File: src/rtl/uart_cmd_parser_pkg.sv
// Shared types, ASCII constants and hex helpers for the UART command parser.
package uart_cmd_parser_pkg;

  typedef enum logic [2:0] {
    S_IDLE,
    S_SP1,
    S_ADDR,
    S_DATA,
    S_ISSUE,
    S_DISCARD
  } state_t;

  localparam logic [7:0] CH_CR = 8'h0D;
  localparam logic [7:0] CH_LF = 8'h0A;
  localparam logic [7:0] CH_SP = 8'h20;
  localparam logic [7:0] CH_R  = 8'h52;
  localparam logic [7:0] CH_W  = 8'h57;

  // Mask that folds lower-case ASCII letters onto upper case.
  localparam logic [7:0] CASE_MASK = 8'hDF;

  function automatic logic is_hex(input logic [7:0] b);
    return ((b >= 8'h30) && (b <= 8'h39)) ||
           ((b >= 8'h41) && (b <= 8'h46)) ||
           ((b >= 8'h61) && (b <= 8'h66));
  endfunction

  // Valid only when is_hex(b); letters map via their low nibble (A/a = 1) + 9.
  function automatic logic [3:0] hex_nibble(input logic [7:0] b);
    if (b <= 8'h39) return b[3:0];
    else            return b[3:0] + 4'd9;
  endfunction

endpackage

File: src/rtl/uart_cmd_parser.sv
// Parses "R <hex>\n" / "W <hex> <hex>\n" lines from a UART byte stream
// into read/write commands with a valid/ready handshake.
module uart_cmd_parser
  import uart_cmd_parser_pkg::*;
#(
  parameter int unsigned MAX_DIGITS = 8
) (
  input  logic        clk,
  input  logic        rst,
  input  logic        i_ready,
  input  logic [7:0]  i_data,
  output logic        o_cmd_valid,
  input  logic        i_cmd_ready,
  output logic        o_cmd_we,
  output logic [31:0] o_cmd_addr,
  output logic [31:0] o_cmd_wdata,
  output logic        o_err,
  output logic        o_busy
);

  localparam logic [3:0] MAX_CNT = 4'(MAX_DIGITS);

  state_t      state, state_n;
  logic        we_n, err_n;
  logic [31:0] addr_n, wdata_n;
  logic [3:0]  count, count_n;
  logic        byte_ok, is_letter_r, is_letter_w;

  assign byte_ok     = i_ready && (i_data != CH_CR);
  assign is_letter_r = (i_data & CASE_MASK) == CH_R;
  assign is_letter_w = (i_data & CASE_MASK) == CH_W;

  // Next-state, accumulator and error-pulse decode for one received byte.
  always_comb begin
    state_n = state;
    we_n    = o_cmd_we;
    addr_n  = o_cmd_addr;
    wdata_n = o_cmd_wdata;
    count_n = count;
    err_n   = 1'b0;
    case (state)
      S_IDLE: begin
        if (byte_ok) begin
          if (is_letter_r || is_letter_w) begin
            we_n    = is_letter_w;
            addr_n  = '0;
            wdata_n = '0;
            count_n = '0;
            state_n = S_SP1;
          end else if (i_data != CH_LF) begin
            err_n = 1'b1;
          end
        end
      end
      S_SP1: begin
        if (byte_ok) begin
          if (i_data == CH_SP) state_n = S_ADDR;
          else                 err_n   = 1'b1;
        end
      end
      S_ADDR: begin
        if (byte_ok) begin
          if (is_hex(i_data)) begin
            if (count == MAX_CNT) begin
              err_n = 1'b1;
            end else begin
              addr_n  = {o_cmd_addr[27:0], hex_nibble(i_data)};
              count_n = count + 4'd1;
            end
          end else if ((i_data == CH_SP) && o_cmd_we && (count != '0)) begin
            count_n = '0;
            state_n = S_DATA;
          end else if ((i_data == CH_LF) && !o_cmd_we && (count != '0)) begin
            state_n = S_ISSUE;
          end else begin
            err_n = 1'b1;
          end
        end
      end
      S_DATA: begin
        if (byte_ok) begin
          if (is_hex(i_data)) begin
            if (count == MAX_CNT) begin
              err_n = 1'b1;
            end else begin
              wdata_n = {o_cmd_wdata[27:0], hex_nibble(i_data)};
              count_n = count + 4'd1;
            end
          end else if ((i_data == CH_LF) && (count != '0)) begin
            state_n = S_ISSUE;
          end else begin
            err_n = 1'b1;
          end
        end
      end
      S_ISSUE: begin
        if (i_cmd_ready) state_n = S_IDLE;
        if (byte_ok)     err_n   = 1'b1;
      end
      S_DISCARD: begin
        if (byte_ok && (i_data == CH_LF)) state_n = S_IDLE;
      end
      default: state_n = S_IDLE;
    endcase
    // Parse errors abandon the line. An error raised by the LF itself has
    // already consumed the terminator, so resume in IDLE instead of DISCARD.
    if (err_n && (state != S_ISSUE)) begin
      state_n = (i_data == CH_LF) ? S_IDLE : S_DISCARD;
    end
  end

  // State register plus registered command, error and busy outputs.
  always_ff @(posedge clk) begin
    if (rst) begin
      state       <= S_IDLE;
      o_cmd_we    <= 1'b0;
      o_cmd_addr  <= '0;
      o_cmd_wdata <= '0;
      count       <= '0;
      o_err       <= 1'b0;
      o_cmd_valid <= 1'b0;
      o_busy      <= 1'b0;
    end else begin
      state       <= state_n;
      o_cmd_we    <= we_n;
      o_cmd_addr  <= addr_n;
      o_cmd_wdata <= wdata_n;
      count       <= count_n;
      o_err       <= err_n;
      o_cmd_valid <= (state_n == S_ISSUE);
      o_busy      <= (state_n != S_IDLE);
    end
  end

endmodule

File: config.mk
export PLATFORM = sky130hd
export DESIGN_NAME = uart_cmd_parser
export DESIGN_NICKNAME = d
export VERILOG_FILES = /design/src/rtl/uart_cmd_parser_pkg.sv /design/src/rtl/uart_cmd_parser.sv
export SDC_FILE = /design/constraint.sdc
export NUM_CORES = 1
export LEC_CHECK = 0
export CAP_MARGIN = 30
export CORE_MARGIN = 3
export CORE_UTILIZATION = 45
export DETAILED_ROUTE_END_ITERATION = 12
export GPL_TIMING_DRIVEN = 0
export MAX_ROUTING_LAYER = met4
export PLACE_DENSITY = 0.73
export SKIP_CTS_REPAIR_TIMING = 1
export SLEW_MARGIN = 10
export SYNTH_ARGS = -nofsm -noshare
export SYNTH_HDL_FRONTEND = slang
export SYNTH_SLANG_ARGS = --single-unit
File: constraint.sdc
create_clock -name clk -period 2.6 [get_ports clk]
set_input_delay 0.39 -clock clk [delete_from_list [all_inputs] [get_ports clk]]
set_output_delay 0.39 -clock clk [all_outputs]
set_load 0.03 [all_outputs]
* Word level (Yosys, flattened, before mapping)
Cells that the tools add are included.
Word-level totals: register bits 75, output and inout bits 68
Operators by class: $lt $le $gt $ge 6, add/subtract/negate cells 2, reduce and logical (&&, ||, !) cells 25, equal/unequal tests 23, muxes and demuxes 51
Operator list (count):
- $mux W32 | 8
- $pmux W32 S2 | 2
- $mux W3 | 15
- $mux W4 | 9
- $pmux W3 S6 | 1
- $ge A8 B7 Y1 const B | 2
- $le A8 B7 Y1 const B | 2
- $ne A2 B2 Y1 const B | 8
- $ne A8 B4 Y1 const B | 2
- $eq A7 B6 Y1 const B | 2
- $mux W1 | 14
- $pmux W4 S3 | 1
- $reduce_and A6 Y1 | 2
- $logic_and A1 B1 Y1 | 11
- $eq A3 B3 Y1 const B | 3
- $eq A8 B4 Y1 const B | 1
- $eq A8 B6 Y1 const B | 1
- $ge A8 B6 Y1 const B | 1
- $le A8 B6 Y1 const B | 1
- $reduce_and A7 Y1 | 1
- $eq A3 B2 Y1 const B | 2
- $ne A3 B3 Y1 const B | 2
- $reduce_bool A3 Y1 | 2
- $pmux W1 S5 | 1
- 10 further kinds | 13

* Longest topological paths before layout
word-level depth 11, mapped depth 11, gate-level depth less buffers 8

* Worst setup path before layout
OpenSTA, ideal clock, no wires.
path kind input to register, start point input i_data[0], end point register count[2], path buffers 1, data required time 2.526 ns, slack 0.393 ns, data arrival time 2.133 ns, stages on the path 9, path through inv_1 ha_1 and4bb_1 nor4_4 and2_1 buf_6 o221ai_4 or4_1 a31oi_1
Between the ends: longest elaborated chain between the ends 7
RTL lines:
- start, declared | line uart_cmd_parser.sv:11 | input logic [7:0] i_data,
- $ge A8 B6 Y1 (tied with other cells) | line uart_cmd_parser_pkg.sv:23 | return ((b >= 8'h30) && (b <= 8'h39)) ||
- $logic_and A1 B1 Y1 (on tied branches) | line uart_cmd_parser_pkg.sv:23, uart_cmd_parser_pkg.sv:24
- $logic_or A1 B1 Y1 | line uart_cmd_parser_pkg.sv:23
- $logic_or A1 B1 Y1 | line uart_cmd_parser_pkg.sv:24 | ((b >= 8'h41) && (b <= 8'h46)) ||
- $mux W4 | line uart_cmd_parser.sv:63 | if (is_hex(i_data)) begin
- $mux W4 | line uart_cmd_parser.sv:62 | if (byte_ok) begin
- $pmux W4 S3 | line uart_cmd_parser.sv:41 | case (state)
- end signal, assigned | line uart_cmd_parser.sv:128 | count <= count_n;
- end, declared | line uart_cmd_parser.sv:26 | logic [3:0] count, count_n;
Several ways; a longest one is shown, not always the timed one. The select of a mux whose other input is x is not followed. A chain may end at the register's enable or synchronous reset.

* Worst setup path in the final report
start point input i_data[2], end point register o_cmd_wdata[1]
Between the ends: longest elaborated chain between the ends 6
RTL lines:
- $le A8 B6 Y1 (tied with other cells) | line uart_cmd_parser_pkg.sv:23, uart_cmd_parser_pkg.sv:30
- $mux W4 (tied with other cells) | line uart_cmd_parser_pkg.sv:30 | if (b <= 8'h39) return b[3:0];
- $mux W32 / $logic_or A1 B1 Y1 (equally long branches) | line uart_cmd_parser.sv:83, uart_cmd_parser_pkg.sv:23
- $mux W32 / $logic_or A1 B1 Y1 (equally long branches) | line uart_cmd_parser.sv:82, uart_cmd_parser_pkg.sv:24
- $mux W32 / $ne A2 B2 Y1 (equally long branches)
- $pmux W32 S2 / $reduce_and A6 Y1 (equally long branches)
- end signal, assigned | line uart_cmd_parser.sv:127 | o_cmd_wdata <= wdata_n;
- end, declared | line uart_cmd_parser.sv:16 | output logic [31:0] o_cmd_wdata,
Several ways; a longest one is shown, not always the timed one. The select of a mux whose other input is x is not followed.

==> impl_metrics.py <==
metrics = {
    "synth": {
        "synth_area_leaders": "dfxtp_1, a22oi_1, nand2b_1",
        "synth-adder-area-share": 0.02165,
        "synth_cell_types": 57,
        "synthCells": 399,
        "synth_fp_nets": 417,
        "yosys_warnings": 0,
        "syn_area_per_cell_um2": 8.689,
        "yosys.area.top_type": "dfxtp_1",
        "synth-compound-area-share": 0.1916,
        "synth_mux_area_frac": 0.01480,
        "synth-async-reset-ratio": 0,
        "synthSimpleGateAreaFrac": 0.2800,
        "synth_xor_area_frac": 0.007578,
        "yosys_most_used_dff": "dfxtp_1",
        "synth_seq_area_share": 0.4331,
        "synth_commonest_cells": "dfxtp_1, nor2_1, a21oi_1, nand2b_1, nand3_1",
        "synth_edf_count": 0,
        "ys_ff_latch": 75,
        "synth_most_common_cell": "dfxtp_1",
        "syn_area_um2": 3467,
        "synth_top_family_by_area": "simple AND/OR/NAND/NOR gates",
        "synth_top_area_frac": 0.4331,
    },
    "global_route": {
        "top_usage_layer": "met2",
        "track_usage": 0.2206,
        "use_met3": 0.03926,
        "grt_max_degree": 16,
        "overflow": 0,
        "grt_use_met2": 0.3406,
        "grt_pass1_vias": 3141,
        "grt_antenna_before_repair": 0,
        "grt_pass1_wl_um": 15260,
        "met1_usage": 0.2956,
    },
    "outcome": {
        "outcome": "complete, no violations",
    },
    "route": {
        "dr.first_iter.drc_count": 266,
        "first_pass_iters": 4,
        "drc": 0,
        "vias_per_cell": 5.513,
        "num_vias": 3258,
        "wl_um": 9234,
        "wl_per_cell_um": 15.62,
        "ant_nets": 0,
    },
    "clock_tree": {
        "cts_tree": "built",
        "h-tree-depth": 3,
        "clock_latency_ps": 350,
        "cts.sink_count": 75,
        "cts_buffers": 9,
        "clockRootBuffer": "clkbuf_8",
        "clockBufferDepth": 2,
        "clkTransAtPathRegs_ps": 90,
    },
    "sta": {
        "layout_min_cycle_time_ps": 2447,
        "timing.final.crit_share": 0.9412,
        "tightest_slew_ps": 543.0,
        "slew_headroom": 0.6380,
        "fmax_mhz": 408.7,
        "rsz0062_at_grt": "no",
        "fin_worst_skew_ps": 12.06,
        "holdWs_ps": 485.8,
        "drv_slew": 0,
        "timing_hold_violations_final": 0,
        "final-setup-viol-count": 0,
    },
    "die": {
        "num_io_pins": 80,
        "die_area_um2": 8794,
        "rows": 31,
        "die_h_um": 93.78,
        "initial_core_util": 0.4705,
        "coreArea_um2": 7370,
        "die_w_um": 93.78,
    },
    "setup_path": {
        "critPathCaptureType": "flop",
        "worstSetupPathType": "input pin to flop",
        "critPathMaxFanout": 10,
        "r2r_start": "count[0]",
        "cp_data_arrival_time_ps": 2670,
        "reg2reg_setup_slack_ps": 320,
        "r2r_end": "count[2]",
        "r2r_cells": 9,
        "cp-start-kind": "input pin",
        "required_ps": 2830,
    },
    "flow_run": {
        "maxCapViolCount": 0,
    },
    "finish": {
        "layout-drive-gt1-share": 0.09756,
        "area_delta_synth_final_pct": 33.63,
        "antenna_cells": 0,
        "final_net_count": 505,
        "fin_util": 0.6287,
    },
    "placed_design": {
        "hpwl_um": 6629,
        "port_buffers": 78,
        "place.gp.congestion": 0.9042,
    },
    "power": {
        "fin_total_pwr_uw": 2364,
        "max-vdd-ir-drop_v": 0.0003203,
        "power.density_nw_per_um2": 510.3,
        "leakagePower_uw": 0.001576,
    },
    "hold_path": {
        "min-delay-start": "o_cmd_wdata[29]",
        "hold_path.class": "flop to flop",
        "hold_depth": 2,
        "worst_hold_path.endpoint": "o_cmd_wdata[29]",
    },
}
## area by class of cell
| class | count | area, um^2 |
|---|---|---|
| Buffer | 32 | 160.2 |
| Clock buffer | 9 | 123.9 |
| Clock inverter | 7 | 105.1 |
| Fill cell | 645 | 2736 |
| Inverter | 8 | 30.03 |
| Multi-Input combinational cell | 283 | 1803 |
| Sequential cell | 75 | 1501 |
| Tap cell | 99 | 123.9 |
| Timing Repair Buffer | 78 | 785.8 |
## worst max path at each step
stage	from	end	cells after the start
after detailed placement	i_data[0]	o_cmd_addr[5]	12
after CTS	i_data[0]	o_cmd_addr[5]	12
after global placement	i_data[0]	o_cmd_addr[5]	12
final	i_data[2]	o_cmd_wdata[1]	9
after global routing	i_data[2]	o_cmd_wdata[1]	9
after floorplan	i_data[0]	count[2]	9
## flip-flops by register name (all words and copies together), names as in the netlist
name,cells
o_cmd_addr,32
o_cmd_wdata,32
o_cmd_valid,1
count,4
o_busy,1
o_cmd_we,1
o_err,1
state,3
## through the flow
stage / area [um^2] / setup TNS [ps] / setup slack [ps] / std cells
global route: 4633 / 0 / 6.720 / 591
floorplan: 3467 / 0 / 392.7 / 399
detailed placement: 4372 / -29000 / -542.0 / 576
CTS: 4601 / -4200 / -186.9 / 592
finish: 4633 / 0 / 153.0 / 591
global placement: 4372 / -26050 / -466.4 / 576
## report_power, final
group          internal, uW  leakage [uW]  total [uW]  switching (uW)
Combinational          61.8      0.000858         162             101
Sequential             1160      0.000605        1160            6.16
Clock                   557      0.000113        1040             484
Total                  1770       0.00158        2360             590
## kinds of logic after synthesis
kind of cell / after synthesis
muxes: 5
xor gates and xnor gates: 3
and+or+nand+nor: 172
AOI/OAI and AO/OA: 97
adders and majority gates: 6
buffers and inverters: 41
DFF: 75
## critical path, cell delays in order
cell and delay [ps]:
clkdlybuf4s50_1 490, buf_2 200, nand2_1 80, a21oi_1 390, nand3_1 310, a21oi_4 290, buf_2 260, mux2i_1 210
nor2_1 50
## metal layers
metal / wire, um / share of wire
met1: 4292 / 0.46
met2: 4334 / 0.47
met3: 533 / 0.058
met4: 74 / 0.0080
met5: 0 / 0
## cell usage in the layout, fill, tap and decap left out, drive strengths merged, types with 4 or more instances in the layout
master	synthesis	layout
a22oi	30	30
nor2	40	40
and3	4	4
nand2b	34	34
nor2b	4	4
clkdlybuf4s50	0	76
nand3	34	34
clkbuf	21	31
nand2	16	16
inv	8	12
mux2i	4	4
ha	6	6
buf	12	10
a21oi	39	39
dfxtp	75	75
nand4	7	7
a31oi	4	4
and2	4	4
No activity file was read; power rests on OpenSTA's default activity.
